$ cat config.mk
export PLATFORM = sky130hd
export DESIGN_NAME = abc_input_debouncer
export DESIGN_NICKNAME = d
export VERILOG_FILES = /design/src/rtl/abc_pkg.sv /design/src/rtl/debounce_ch.sv /design/src/rtl/abc_input_debouncer.sv
export SDC_FILE = /design/constraint.sdc
export NUM_CORES = 1
export LEC_CHECK = 0
export BUFFER_PORTS_ARGS = -buffer_cell sky130_fd_sc_hd__clkbuf_2
export CAP_MARGIN = 30
export CORE_UTILIZATION = 44
export CTS_CLUSTER_DIAMETER = 200
export CTS_CLUSTER_SIZE = 20
export DETAILED_ROUTE_END_ITERATION = 16
export PLACE_DENSITY = 0.64
export SETUP_SLACK_MARGIN = 0.5
export SYNTH_ARGS = -nofsm -noshare
export SYNTH_HDL_FRONTEND = slang
export SYNTH_HIERARCHICAL = 1
export SYNTH_SLANG_ARGS = --single-unit
export TNS_END_PERCENT = 100
$ cat constraint.sdc
create_clock -name clk -period 2.2 [get_ports clk]
set_input_delay 0.11 -clock clk [delete_from_list [all_inputs] [get_ports clk]]
set_output_delay 0.11 -clock clk [all_outputs]
set_load 0.1 [all_outputs]
$ cat src/rtl/abc_pkg.sv
// Shared constants and state encoding for the abc input debouncer.
package abc_pkg;

    localparam int unsigned ABC_NUM_CH         = 3;
    localparam int unsigned ABC_STABLE_CNT_DEF = 4;
    localparam int unsigned ABC_CNT_W_DEF      = 8;

    typedef enum logic {
        ST_STABLE  = 1'b0,
        ST_PENDING = 1'b1
    } deb_state_e;

endpackage

$ cat src/rtl/debounce_ch.sv
// One debounce channel: optional 2-flop synchronizer, run counter, state bit, level register.
// Build option: ABC_DEBOUNCE_SYNC2_EN inserts the synchronizer ahead of the counter.
module debounce_ch
    import abc_pkg::*;
#(
    parameter int unsigned STABLE_CNT = ABC_STABLE_CNT_DEF,
    parameter int unsigned CNT_W      = ABC_CNT_W_DEF
) (
    input  logic clk,
    input  logic rst,
    input  logic tick,
    input  logic raw,
    output logic x,
    output logic upd,
    output logic cnt_nz
);

    localparam logic [CNT_W-1:0] CNT_LAST = CNT_W'(STABLE_CNT - 1);

    logic             s;
    logic [CNT_W-1:0] cnt;
    deb_state_e       state;

`ifdef ABC_DEBOUNCE_SYNC2_EN
    logic [1:0] sync_q;

    always_ff @(posedge clk) begin
        if (rst) begin
            sync_q <= 2'b00;
        end else begin
            sync_q <= {sync_q[0], raw};
        end
    end

    assign s = sync_q[1];
`else
    assign s = raw;
`endif

    // Request for the top-level chg strobe: this qualified edge accepts a new level.
    assign upd    = tick && (s != x) && (cnt == CNT_LAST);
    // PENDING exactly when the run counter is nonzero.
    assign cnt_nz = (state == ST_PENDING);

    always_ff @(posedge clk) begin
        if (rst) begin
            x     <= 1'b0;
            cnt   <= '0;
            state <= ST_STABLE;
        end else if (tick) begin
            if (s == x) begin
                cnt   <= '0;
                state <= ST_STABLE;
            end else if (cnt == CNT_LAST) begin
                x     <= s;
                cnt   <= '0;
                state <= ST_STABLE;
            end else begin
                cnt   <= cnt + CNT_W'(1);
                state <= ST_PENDING;
            end
        end
    end

endmodule

$ cat src/rtl/abc_input_debouncer.sv
// Three-channel debouncer feeding the abc logic cell; chg strobes once per conditioned-vector update.
// Build option: ABC_DEBOUNCE_SYNC2_EN adds a 2-flop synchronizer per channel (+2 clocks latency).
module abc_input_debouncer
    import abc_pkg::*;
#(
    parameter int unsigned STABLE_CNT = ABC_STABLE_CNT_DEF,
    parameter int unsigned CNT_W      = ABC_CNT_W_DEF
) (
    input  logic clk,
    input  logic rst,
    input  logic tick,
    input  logic raw_a,
    input  logic raw_b,
    input  logic raw_c,
    output logic a,
    output logic b,
    output logic c,
    output logic chg,
    output logic busy
);

    logic [ABC_NUM_CH-1:0] raw_v;
    logic [ABC_NUM_CH-1:0] x_v;
    logic [ABC_NUM_CH-1:0] upd_v;
    logic [ABC_NUM_CH-1:0] nz_v;

    assign raw_v = {raw_c, raw_b, raw_a};

    for (genvar i = 0; i < ABC_NUM_CH; i++) begin : g_ch
        debounce_ch #(
            .STABLE_CNT (STABLE_CNT),
            .CNT_W      (CNT_W)
        ) u_ch (
            .clk    (clk),
            .rst    (rst),
            .tick   (tick),
            .raw    (raw_v[i]),
            .x      (x_v[i]),
            .upd    (upd_v[i]),
            .cnt_nz (nz_v[i])
        );
    end

    assign a    = x_v[0];
    assign b    = x_v[1];
    assign c    = x_v[2];
    assign busy = |nz_v;

    // Simultaneous channel updates merge into a single pulse.
    always_ff @(posedge clk) begin
        if (rst) begin
            chg <= 1'b0;
        end else begin
            chg <= |upd_v;
        end
    end

endmodule

==> results of run 1 <==
## Yosys cell counts (all sizes together)
| cell type | instances | area (sq um) |
|---|---|---|
| nand3 | 9 | 45.0 |
| a22o | 9 | 78.8 |
| a211o | 3 | 26.3 |
| nor2 | 19 | 71.3 |
| inv | 6 | 22.5 |
| o21a | 6 | 45.0 |
| a21oi | 6 | 30.0 |
| o311ai | 6 | 52.6 |
| nor2b | 3 | 18.8 |
| or3 | 1 | 6.26 |
| nand2 | 9 | 33.8 |
| nor3 | 10 | 50.1 |
| nor4b | 3 | 45.0 |
| mux2 | 3 | 33.8 |
| xor2 | 3 | 26.3 |
| xnor2 | 3 | 26.3 |
| mux2i | 3 | 30.0 |
| a311o | 3 | 30.0 |
| and4 | 3 | 30.0 |
| o31ai | 9 | 67.6 |
| or2 | 3 | 18.8 |
| and3 | 6 | 45.0 |
| dfxtp | 31 | 621 |
| buf | 9 | 60.1 |
| and2b | 3 | 22.5 |
| ha | 3 | 37.5 |
| nor4 | 6 | 37.5 |
| nand4 | 3 | 18.8 |
## power breakdown
group	leakage [uW]	switching, uW	internal (uW)	total [uW]
sequential	0.000254	12.0	574	586
clock	0.0000515	209	285	494
combinational	0.000378	76.0	41.5	117
total	0.000683	297	901	1200
## stage by stage
stage / std cells / total power [uW] / hold slack, ns / cell area, sq um / util, %
finish: 242 / 1200 / 0.122 / 1900 / 55.1
floorplan: 181 / 677 / 0.182 / 1630 / -
global placement: 229 / 696 / 0.410 / 1690 / 49.1
global route: 242 / 1250 / 0.149 / 1900 / 55.1
CTS: 240 / 1200 / 0.119 / 1850 / 53.6
detailed placement: 229 / 700 / 0.412 / 1690 / 49.1
## timing repair
item / in CTS / in global routing
resized for setup: 6 / 10
gates cloned: 3 / 0
buffers inserted: 0 / 2
endpoints found under the setup margin: 13 / 14
hold buffers: 0 / 0
pin swaps: 3 / 3
## layout make-up
cell class	instances	area (sq um)	area share [%]
Multi-Input combinational cell	138	1010	53.5
Sequential cell	31	629	33.2
Clock buffer	8	100	5.28
Timing Repair Buffer	13	72.6	3.83
Tap cell	46	57.6	3.04
Inverter	6	22.5	1.19
## per-layer routing
layer	track usage [%]	vias up	routed length, microns
li1	-	719	-
met1	22.2	685	1640
met2	32.1	24	1750
met3	4.93	7	110
met4	7.85	0	63
met5	0	-	0
## flip-flops by register name, summed over array words and instances, names as in the netlist
register          count
chg                   1
g_ch.u_ch/cnt        24
g_ch.u_ch/cnt_nz      3
g_ch.u_ch/x           3
## worst max-delay path by stage
stage	startpoint	end	slack (ns)	cells past startpoint
floorplan	g_ch[0].u_ch/x$_SDFFE_PP0P_	g_ch[0].u_ch/cnt[3]$_SDFFE_PP0P_	0.56	5
global route	g_ch[0].u_ch/cnt[1]$_SDFFE_PP0P_	g_ch[0].u_ch/cnt[6]$_SDFFE_PP0P_	0.48	5
CTS	g_ch[0].u_ch/cnt[0]$_SDFFE_PP0P_	g_ch[0].u_ch/cnt[6]$_SDFFE_PP0P_	0.51	5
detailed placement	g_ch[0].u_ch/cnt[0]$_SDFFE_PP0P_	g_ch[0].u_ch/cnt[6]$_SDFFE_PP0P_	0.32	5
finish	g_ch[0].u_ch/cnt[0]$_SDFFE_PP0P_	g_ch[0].u_ch/cnt[2]$_SDFFE_PP0P_	0.56	6
global placement	g_ch[1].u_ch/cnt[0]$_SDFFE_PP0P_	g_ch[1].u_ch/cnt[6]$_SDFFE_PP0P_	0.40	5
## worst max-delay path, cell delays in order (launching register included)
cell and delay, ns:
dfxtp_2 0.33, ha_2 0.20, nor4b_4 0.14, a211o_4 0.36, buf_4 0.14, o31ai_1 0.23, a22o_1 0.17
## cells by family (layout without fill, tap and decap cells)
group / after synthesis / count (layout) / share of synthesized area [%]
muxes: 6 / 6 / 3.91
DFF: 31 / 31 / 38.1
adders and majority gates: 3 / 3 / 2.30
xor gates and xnor gates: 6 / 6 / 3.22
buffers and inverters: 15 / 27 / 5.06
AOI/OAI and AO/OA: 42 / 45 / 20.3
and+or+nand+nor: 78 / 78 / 27.2
==> flow_summary.toml, run 1 <==
[status]
outcome = "complete, no violations"

[cts]
path_clk_slew_ns = 0.06
clock_latency_ns = 0.28
clockBufferDepth = 2
htreeDepth = 2
cts_buffers = 5
root_buffer = "clkbuf_8"
cts_sinks = 31
cts_tree = "done"

[layout]
final_cell_mix = "dfxtp_1 (24), nor2_1 (19), nor3_1 (10), clkbuf_2 (10)"
final_common_cell = "dfxtp_1"
nFillCells = 303
layout.nets = 204
syn2layout_area_growth_pct = 16.3
drive_gt1_share_pct = 26.0
antenna_cells = 0

[power]
peakVddDrop_uv = 308
power_density_mw_per_mm2 = 632
power.leakage_uw = 0.000683

[detailed_routing]
first_pass_iters = 4
drt_iter0_drc = 49
finalWirelength_mm = 3.56
postRouteAntennaNets = 0
drc = 0
wire_per_inst_microns = 14.7
vias_per_cell = 5.93
vias = 1435

[floorplan]
die_area_sq_mm = 0.00395
dieHeight_microns = 62.9
ioPinCount = 11
rows = 21
coreArea_sq_mm = 0.00344
initial_core_util_pct = 47.4
die_w_microns = 62.9

[yosys]
netlist_area_sq_mm = 0.00163
synth-seq-cells = 31
seq_area_frac_synth_pct = 38.1
yosysUniqueCellTypes = 30
yosysWarnings = 6
syn_inst = 181
avgSynthCellArea_sq_um = 9.01
synth_fp_nets = 190

[sta]
min_period_over_period_pct = 74.4
worst_slew_pin_slew_ns = 0.703
setup_viol = 0
grt_setup_unrepaired = "true"
layout_setup_ws_ns = 0.564
max_freq_mhz = 611
min_period_ns = 1.64
hold_viol = 0
skew_ns = 0.00399
relSlewSlack_pct = 53.2
drv_slew = 0
setup_tns_ns = 0

[place]
routabilityCongestion = 0.779
post-dp-hpwl_mm = 2.30
place_ws_ns = 0.321
numPortBuffers = 10

[job]
maxCapViolations = 0

[global_routing]
grt_start_max_net_pins = 38
grt_antenna_before_repair = 0
grt_pass1_vias = 1299
gr-total-overflow = 0
grt_pass1_wl_mm = 5.89
grt_util_all_layers_pct = 18.9

[hold_path]
min_from = "raw_c"
hold_class = "in2reg"
hold_depth = 3
hold_path_end = "g_ch[2].u_ch/x$_SDFFE_PP0P_"

[critical_path]
cp-end-kind = "flip-flop"
worst-endpoint-required_ns = 2.43
crit_fanout = 5
start_kind = "flip-flop"
timing.rr.end = "g_ch[0].u_ch/cnt[2]$_SDFFE_PP0P_"
cp_data_arrival_time_ns = 1.87
rr_startpoint = "g_ch[0].u_ch/cnt[0]$_SDFFE_PP0P_"
critical_path_class = "reg2reg"
regToRegSetupSlack_ns = 0.56
r2r.worst_path.cells = 6
No activity file was read; power rests on OpenSTA's default activity.
==> run 2: changes to the inputs <==
PLACE_DENSITY = 0.66   (was 0.64)
clock period = 1.32 ns   (was 2.2 ns; I/O delays follow)
==> run 2 against run 1 <==
Against the previous run: the run now ends with setup timing left; via count increased by 17%; non-clock buffer count is 45 higher; sequential cell count unchanged; clock skew grew 0.0029 ns; sequential power rose by 65%; count of clock-buffer cells in the layout down 2; design area rose by 35%; sequential share of layout area fell by 8.0 points; highest routed layer unchanged.
==> flow_summary.toml, run 2 (synthesis gave the netlist of run 1 again) <==
[cts]
cts_tree = "done"
htreeDepth = 2
path_clk_slew_ns = 0.07
clockBufferDepth = 2
cts_sinks = 31
root_buffer = "clkbuf_8"
cts_buffers = 5
clock_latency_ns = 0.27
hold_buffers = 0

[detailed_routing]
finalWirelength_mm = 4.58
vias_per_cell = 5.90
drt_iter0_drc = 135
wire_per_inst_microns = 16.0
vias = 1686
drc = 0
first_pass_iters = 4
postRouteAntennaNets = 0

[global_routing]
use_met1_pct = 26.7
grt_start_max_net_pins = 21
gr-total-overflow = 0
grt_busiest_layer = "met2"
grt_use_met3_pct = 4.93
grt_pass1_wl_mm = 7.45
grt_antenna_before_repair = 0
grt_util_all_layers_pct = 23.6
grt_use_met2_pct = 44.1
grt_pass1_vias = 1623

[hold_path]
hold_class = "in2reg"

[status]
violations = "setup timing"
outcome = "complete, but fails checks"

[layout]
final_util_pct = 74.3
antenna_cells = 0
final_cell_mix = "buf_4 (41), dfxtp_1 (19), nor2_1 (17)"
final_common_cell = "buf_4"
seqCellArea_sq_um = 643
layout.nets = 248
syn2layout_area_growth_pct = 56.8
regMostFlops = "g_ch.u_ch/cnt"
multi_input_comb_area_sq_mm = 0.00123
drive_gt1_share_pct = 54.2
nFillCells = 231
largest_reg_flops = 24

[place]
routabilityCongestion = 0.832
numPortBuffers = 10
post-dp-hpwl_mm = 2.89
place_ws_ns = -0.329

[floorplan]
die_area_sq_mm = 0.00395
rows = 21
die_w_microns = 62.9
coreArea_sq_mm = 0.00344
dieHeight_microns = 62.9
initial_core_util_pct = 47.4
ioPinCount = 11

[sta]
grt_setup_unrepaired = "true"
skew_ns = 0.00684
hold_viol = 0
min_period_ns = 1.55
worst_slew_pin_slew_ns = 0.473
setup_tns_ns = -3.58
max_freq_mhz = 644
setup_viol = 26
min_period_over_period_pct = 118
layout_setup_ws_ns = -0.232
drv_slew = 0
relSlewSlack_pct = 68.5
hold-worst-slack_ns = 0.115

[critical_path]
cp-end-kind = "flip-flop"
start_kind = "flip-flop"
critical_path_class = "reg2reg"
cp_data_arrival_time_ns = 1.71
crit_fanout = 8
worst-endpoint-required_ns = 1.47

[power]
power.switching_uw = 539
power_density_mw_per_mm2 = 782
power_frac_seq_pct = 48.3
swShare_pct = 27.0
p_int_uw = 1460
peakVddDrop_uv = 719
clockPowerShare_pct = 35.8
p_comb_share_pct = 15.9
power.leakage_uw = 0.000963
p_total_uw = 2000

[job]
maxCapViolations = 0
-- run 2: power groups by stage --
stage | registers (uW) | clock network (uW) | logic, uW
after floorplan | 991 | 0 | 144
after global placement | 984 | 0 | 226
after detailed placement | 985 | 0 | 234
after CTS | 965 | 737 | 290
after global routing | 967 | 783 | 338
final | 966 | 714 | 318
-- run 2: path summary, 6_finish.rpt --
kind | cells past startpoint | to | slack, ns | startpoint
worst max register to register | 6 | g_ch[1].u_ch/cnt[6]$_SDFFE_PP0P_ | -0.23 | g_ch[1].u_ch/cnt[1]$_SDFFE_PP0P_
worst min-delay path | 3 | g_ch[1].u_ch/x$_SDFFE_PP0P_ | 0.11 | raw_b
worst max-delay path | 6 | g_ch[1].u_ch/cnt[6]$_SDFFE_PP0P_ | -0.23 | g_ch[1].u_ch/cnt[1]$_SDFFE_PP0P_
worst min register to register | 2 | g_ch[0].u_ch/cnt_nz$_SDFFE_PP0P_ | 0.48 | g_ch[0].u_ch/cnt_nz$_SDFFE_PP0P_
-- run 2: worst max-delay path: stages, from the launching register on --
cell and delay, ns:
dfxtp_2 0.36, ha_4 0.14, nor4b_4 0.22, a211o_1 0.23
buf_6 0.16, nor4_2 0.05, a311o_1 0.28
-- run 2: metal layers --
layer	wire length (microns)	share of wire (%)	vias up
met3	152	3.3	12
met1	1880	41	820
li1	-	-	804
met4	70	1.5	0
met5	0	0	-
met2	2480	54	50
-- run 2: cell type report --
cell class / count / share of cell area [%]
multi-input cells: 137 / 48.0
flip-flops and latches: 31 / 25.2
repair buffers: 58 / 20.4
clock buffers: 6 / 2.84
well taps: 46 / 2.25
inverters: 6 / 0.881
clock inverters: 2 / 0.489
-- run 2: stage by stage --
stage / std cells / instance area [sq um]
2_1_floorplan: 181 / 1740
3_3_place_gp: 267 / 2090
3_5_place_dp: 267 / 2090
4_1_cts: 279 / 2430
5_1_grt: 286 / 2560
6_report: 286 / 2560
-- run 2: what timing repair did --
item,in CTS,in global routing
setup buffers,2,7
pin swaps,17,8
hold endpoints to repair,0,0
endpoints found under the setup margin,36,36
gates cloned,2,0
resized for setup,45,14
==> run 3: changes to the inputs <==
CORE_UTILIZATION = 59   (was 44)
HOLD_SLACK_MARGIN = 0.06   (was unset)
PLACE_DENSITY = 0.81   (was 0.66)
clock period = 1.43 ns   (was 1.32 ns; I/O delays follow)
==> run 3 against run 2 <==
Against the previous run: the flow now stops in global routing; synthesized cell count stayed put; synthesized area stayed put.
==> flow_summary.toml, run 3 <==
[status]
outcome = "stopped before the end"
stop_stage = "global routing"
error_line = "[ERROR DPL-0038] Utilization greater than 100%, impossible to legalize"

[place]
placed_cell_area_sq_mm = 0.00204
routabilityCongestion = 0.842
post-dp-hpwl_mm = 2.92
numPortBuffers = 10

[cts]
cts_sinks = 31
cts_buffers = 5
root_buffer = "clkbuf_4"
clockBufferDepth = 2
htreeDepth = 2

[yosys]
yosysUniqueCellTypes = 30
syn_inst = 181
seq_area_frac_synth_pct = 38.1
synth_top_area_share_pct = 38.1
synth_common_cells = "dfxtp_1 (31), nor2_1 (19), nor3_1 (10)"
synth_most_common_cell = "dfxtp_1"
netlist_area_sq_mm = 0.00163
yosysWarnings = 6
synthTopCellsByArea = "dfxtp_1 (38%), a22o_1 (4.8%), nor2_1 (4.4%), o31ai_1 (4.1%), o311ai_1 (3.2%)"
synth-seq-cells = 31
synth_edf_count = 0
synth_fp_nets = 190
synthArstFlopShare_pct = 0
synth_area_leader_cell = "dfxtp_1"
ys.flop_type = "dfxtp_1"
avgSynthCellArea_sq_um = 9.01

[floorplan]
initial_core_util_pct = 64.1
dieHeight_microns = 54.6
ioPinCount = 11
die_w_microns = 54.6
rows = 18

[sta]
worst_path_end_type = "sequential cell input"
worst_endpoint = "g_ch[2].u_ch/cnt[3]$_SDFFE_PP0P_/D"

[global_routing]
grt_start_max_net_pins = 21
==> run 3: logic make-up after synthesis <==
logic type	count (synthesis)	synth area share [%]
muxes	6	3.91
and+or+nand+nor	78	27.2
xor gates and xnor gates	6	3.22
DFF	31	38.1
buffers and inverters	15	5.06
AOI/OAI and AO/OA	42	20.3
adders and majority gates	3	2.30
==> run 3: metrics by stage <==
step           setup WS [ns]  TNS, ns  std cells
4_1_cts              -0.0761   -0.830        259
3_5_place_dp          -0.232    -2.09        248
3_3_place_gp          -0.122    -1.30        248
2_1_floorplan        -0.0289   -0.205        181
==> run 3: timing repair <==
action / in CTS
cloned: 1
setup endpoints to repair: 34
hold endpoints to repair: 1
setup buffers: 1
pin swaps: 15
gates resized for setup: 40
hold buffers: 1
==> run 4: changes to the inputs <==
CORE_UTILIZATION = 40   (was 59)
CTS_CLUSTER_DIAMETER = unset   (was 200)
CTS_CLUSTER_SIZE = unset   (was 20)
HOLD_SLACK_MARGIN = unset   (was 0.06)
PLACE_DENSITY = unset   (was 0.81)
PLACE_DENSITY_LB_ADDON = 0.15   (was unset)
SETUP_SLACK_MARGIN = unset   (was 0.5)
==> run 4 against run 3 <==
Against the previous run: the flow now finishes, with violations (setup timing).
==> flow_summary.toml, run 4 (synthesis gave the netlist of run 1 again) <==
[detailed_routing]
drc = 0
vias_per_cell = 5.83
first_pass_iters = 4
drt_iter0_drc = 103
postRouteAntennaNets = 0
finalWirelength_mm = 4.75
vias = 1626
wire_per_inst_microns = 17.0

[sta]
layout_setup_ws_ns = -0.0829
min_period_ns = 1.51
max_freq_mhz = 661
worst_slew_pin_slew_ns = 0.549
setup_viol = 22
drv_slew = 0
hold_viol = 0
grt_setup_unrepaired = "true"
skew_ns = 0.00323
relSlewSlack_pct = 63.4
min_period_over_period_pct = 106

[floorplan]
dieHeight_microns = 65.8
ioPinCount = 11
die_w_microns = 65.8
initial_core_util_pct = 43.2
rows = 22
coreArea_sq_mm = 0.00377
die_area_sq_mm = 0.00433

[power]
power.leakage_uw = 0.000938
peakVddDrop_uv = 634
power_density_mw_per_mm2 = 835

[critical_path]
cp.buffers_inverters = 0
crit_fanout = 5
start_kind = "flip-flop"
cpPeakStageDelay_ns = 0.35
crit_chain = "ha_4, nor4b_4, a211o_4, nor2_4, a311o_1"
cp_data_arrival_time_ns = 1.68
cp-end-kind = "flip-flop"
cp_slowest_cell = "dfxtp_2"
critical_path_class = "reg2reg"
critPathTopFamily = "compound AO/OA/AOI/OAI gates"
worst-endpoint-required_ns = 1.60

[cts]
path_clk_slew_ns = 0.07
cts_tree = "done"
root_buffer = "clkbuf_8"
cts_sinks = 31
htreeDepth = 2
hold_buffers = 0
clockBufferDepth = 2
clock_latency_ns = 0.28
cts_buffers = 5

[place]
dp.cells = 267
numPortBuffers = 10
post-dp-hpwl_mm = 3.01
routabilityCongestion = 0.892
place_ws_ns = -0.222
placed_cell_area_sq_mm = 0.00206

[job]
maxCapViolations = 0

[layout]
seqCellArea_sq_um = 639
multi_input_comb_area_sq_mm = 0.00129
syn2layout_area_growth_pct = 52.4
regMostFlops = "g_ch.u_ch/cnt"
final_util_pct = 65.9
final_cell_mix = "buf_4 (36), dfxtp_1 (22), nor2_1 (15)"
layout.nets = 239
antenna_cells = 0
final_area_sq_mm = 0.00248
drive_gt1_share_pct = 50.6
nFillCells = 303
largest_reg_flops = 24
final_common_cell = "buf_4"
fin_cells = 279

[global_routing]
grt_start_max_net_pins = 20
grt_util_all_layers_pct = 23.6
grt_antenna_before_repair = 0
grt_pass1_vias = 1684
gr-total-overflow = 0
grt_pass1_wl_mm = 7.78

[hold_path]
hold_class = "in2reg"

[status]
violations = "setup timing"
outcome = "complete, but fails checks"
run 4: tightest hold or removal path, stage by stage:
cell and delay [ns]:
clkbuf_2 0.12, mux2i_1 0.07, nor2_1 0.07
run 4: path summary, 6_finish.rpt:
| path | from | endpoint | slack (ns) | cells past startpoint |
|---|---|---|---|---|
| worst max-delay path | g_ch[0].u_ch/cnt[1]$_SDFFE_PP0P_ | g_ch[0].u_ch/cnt[6]$_SDFFE_PP0P_ | -0.08 | 5 |
| worst min-delay path | raw_b | g_ch[1].u_ch/x$_SDFFE_PP0P_ | 0.08 | 3 |
| worst max register to register | g_ch[0].u_ch/cnt[1]$_SDFFE_PP0P_ | g_ch[0].u_ch/cnt[6]$_SDFFE_PP0P_ | -0.08 | 5 |
| worst min register to register | g_ch[1].u_ch/cnt_nz$_SDFFE_PP0P_ | g_ch[1].u_ch/cnt_nz$_SDFFE_PP0P_ | 0.47 | 2 |
run 4: repair_timing:
action / CTS / global route
pin swaps: 10 / 16
gates resized for setup: 24 / 24
setup endpoints to repair: 22 / 23
gates cloned: 2 / 0
buffers inserted: 0 / 2
run 4: layout make-up:
type                    count  share of cell area [%]
repair buffers             49                    14.4
well taps                  48                    2.42
inverters                   6                   0.906
clock inverters             2                    1.41
flip-flops and latches     31                    25.7
clock buffers               6                    3.32
multi-input cells         137                    51.9
run 4: per-layer routing:
metal | vias to the layer above | GRT usage, % | wire, microns
li1 | 788 | - | -
met1 | 794 | 27.9 | 2040
met2 | 34 | 39.4 | 2450
met3 | 10 | 5.86 | 154
met4 | 0 | 11.4 | 105
met5 | - | 0 | 0
run 4: metrics by stage:
stage	total power (uW)	TNS (ns)	hold slack [ns]
finish	2070	-0.853	0.0836
global route	2170	-2.08	0.111
CTS	2070	-0.471	0.0814
detailed placement	1130	-2.43	0.384
global placement	1120	-1.40	0.368
floorplan	1040	-0.205	0.144
run 4: power breakdown:
group	switching (uW)	total (uW)	internal (uW)
logic	177	294	117
registers	13.1	891	878
clock network	327	890	563
total	517	2070	1560
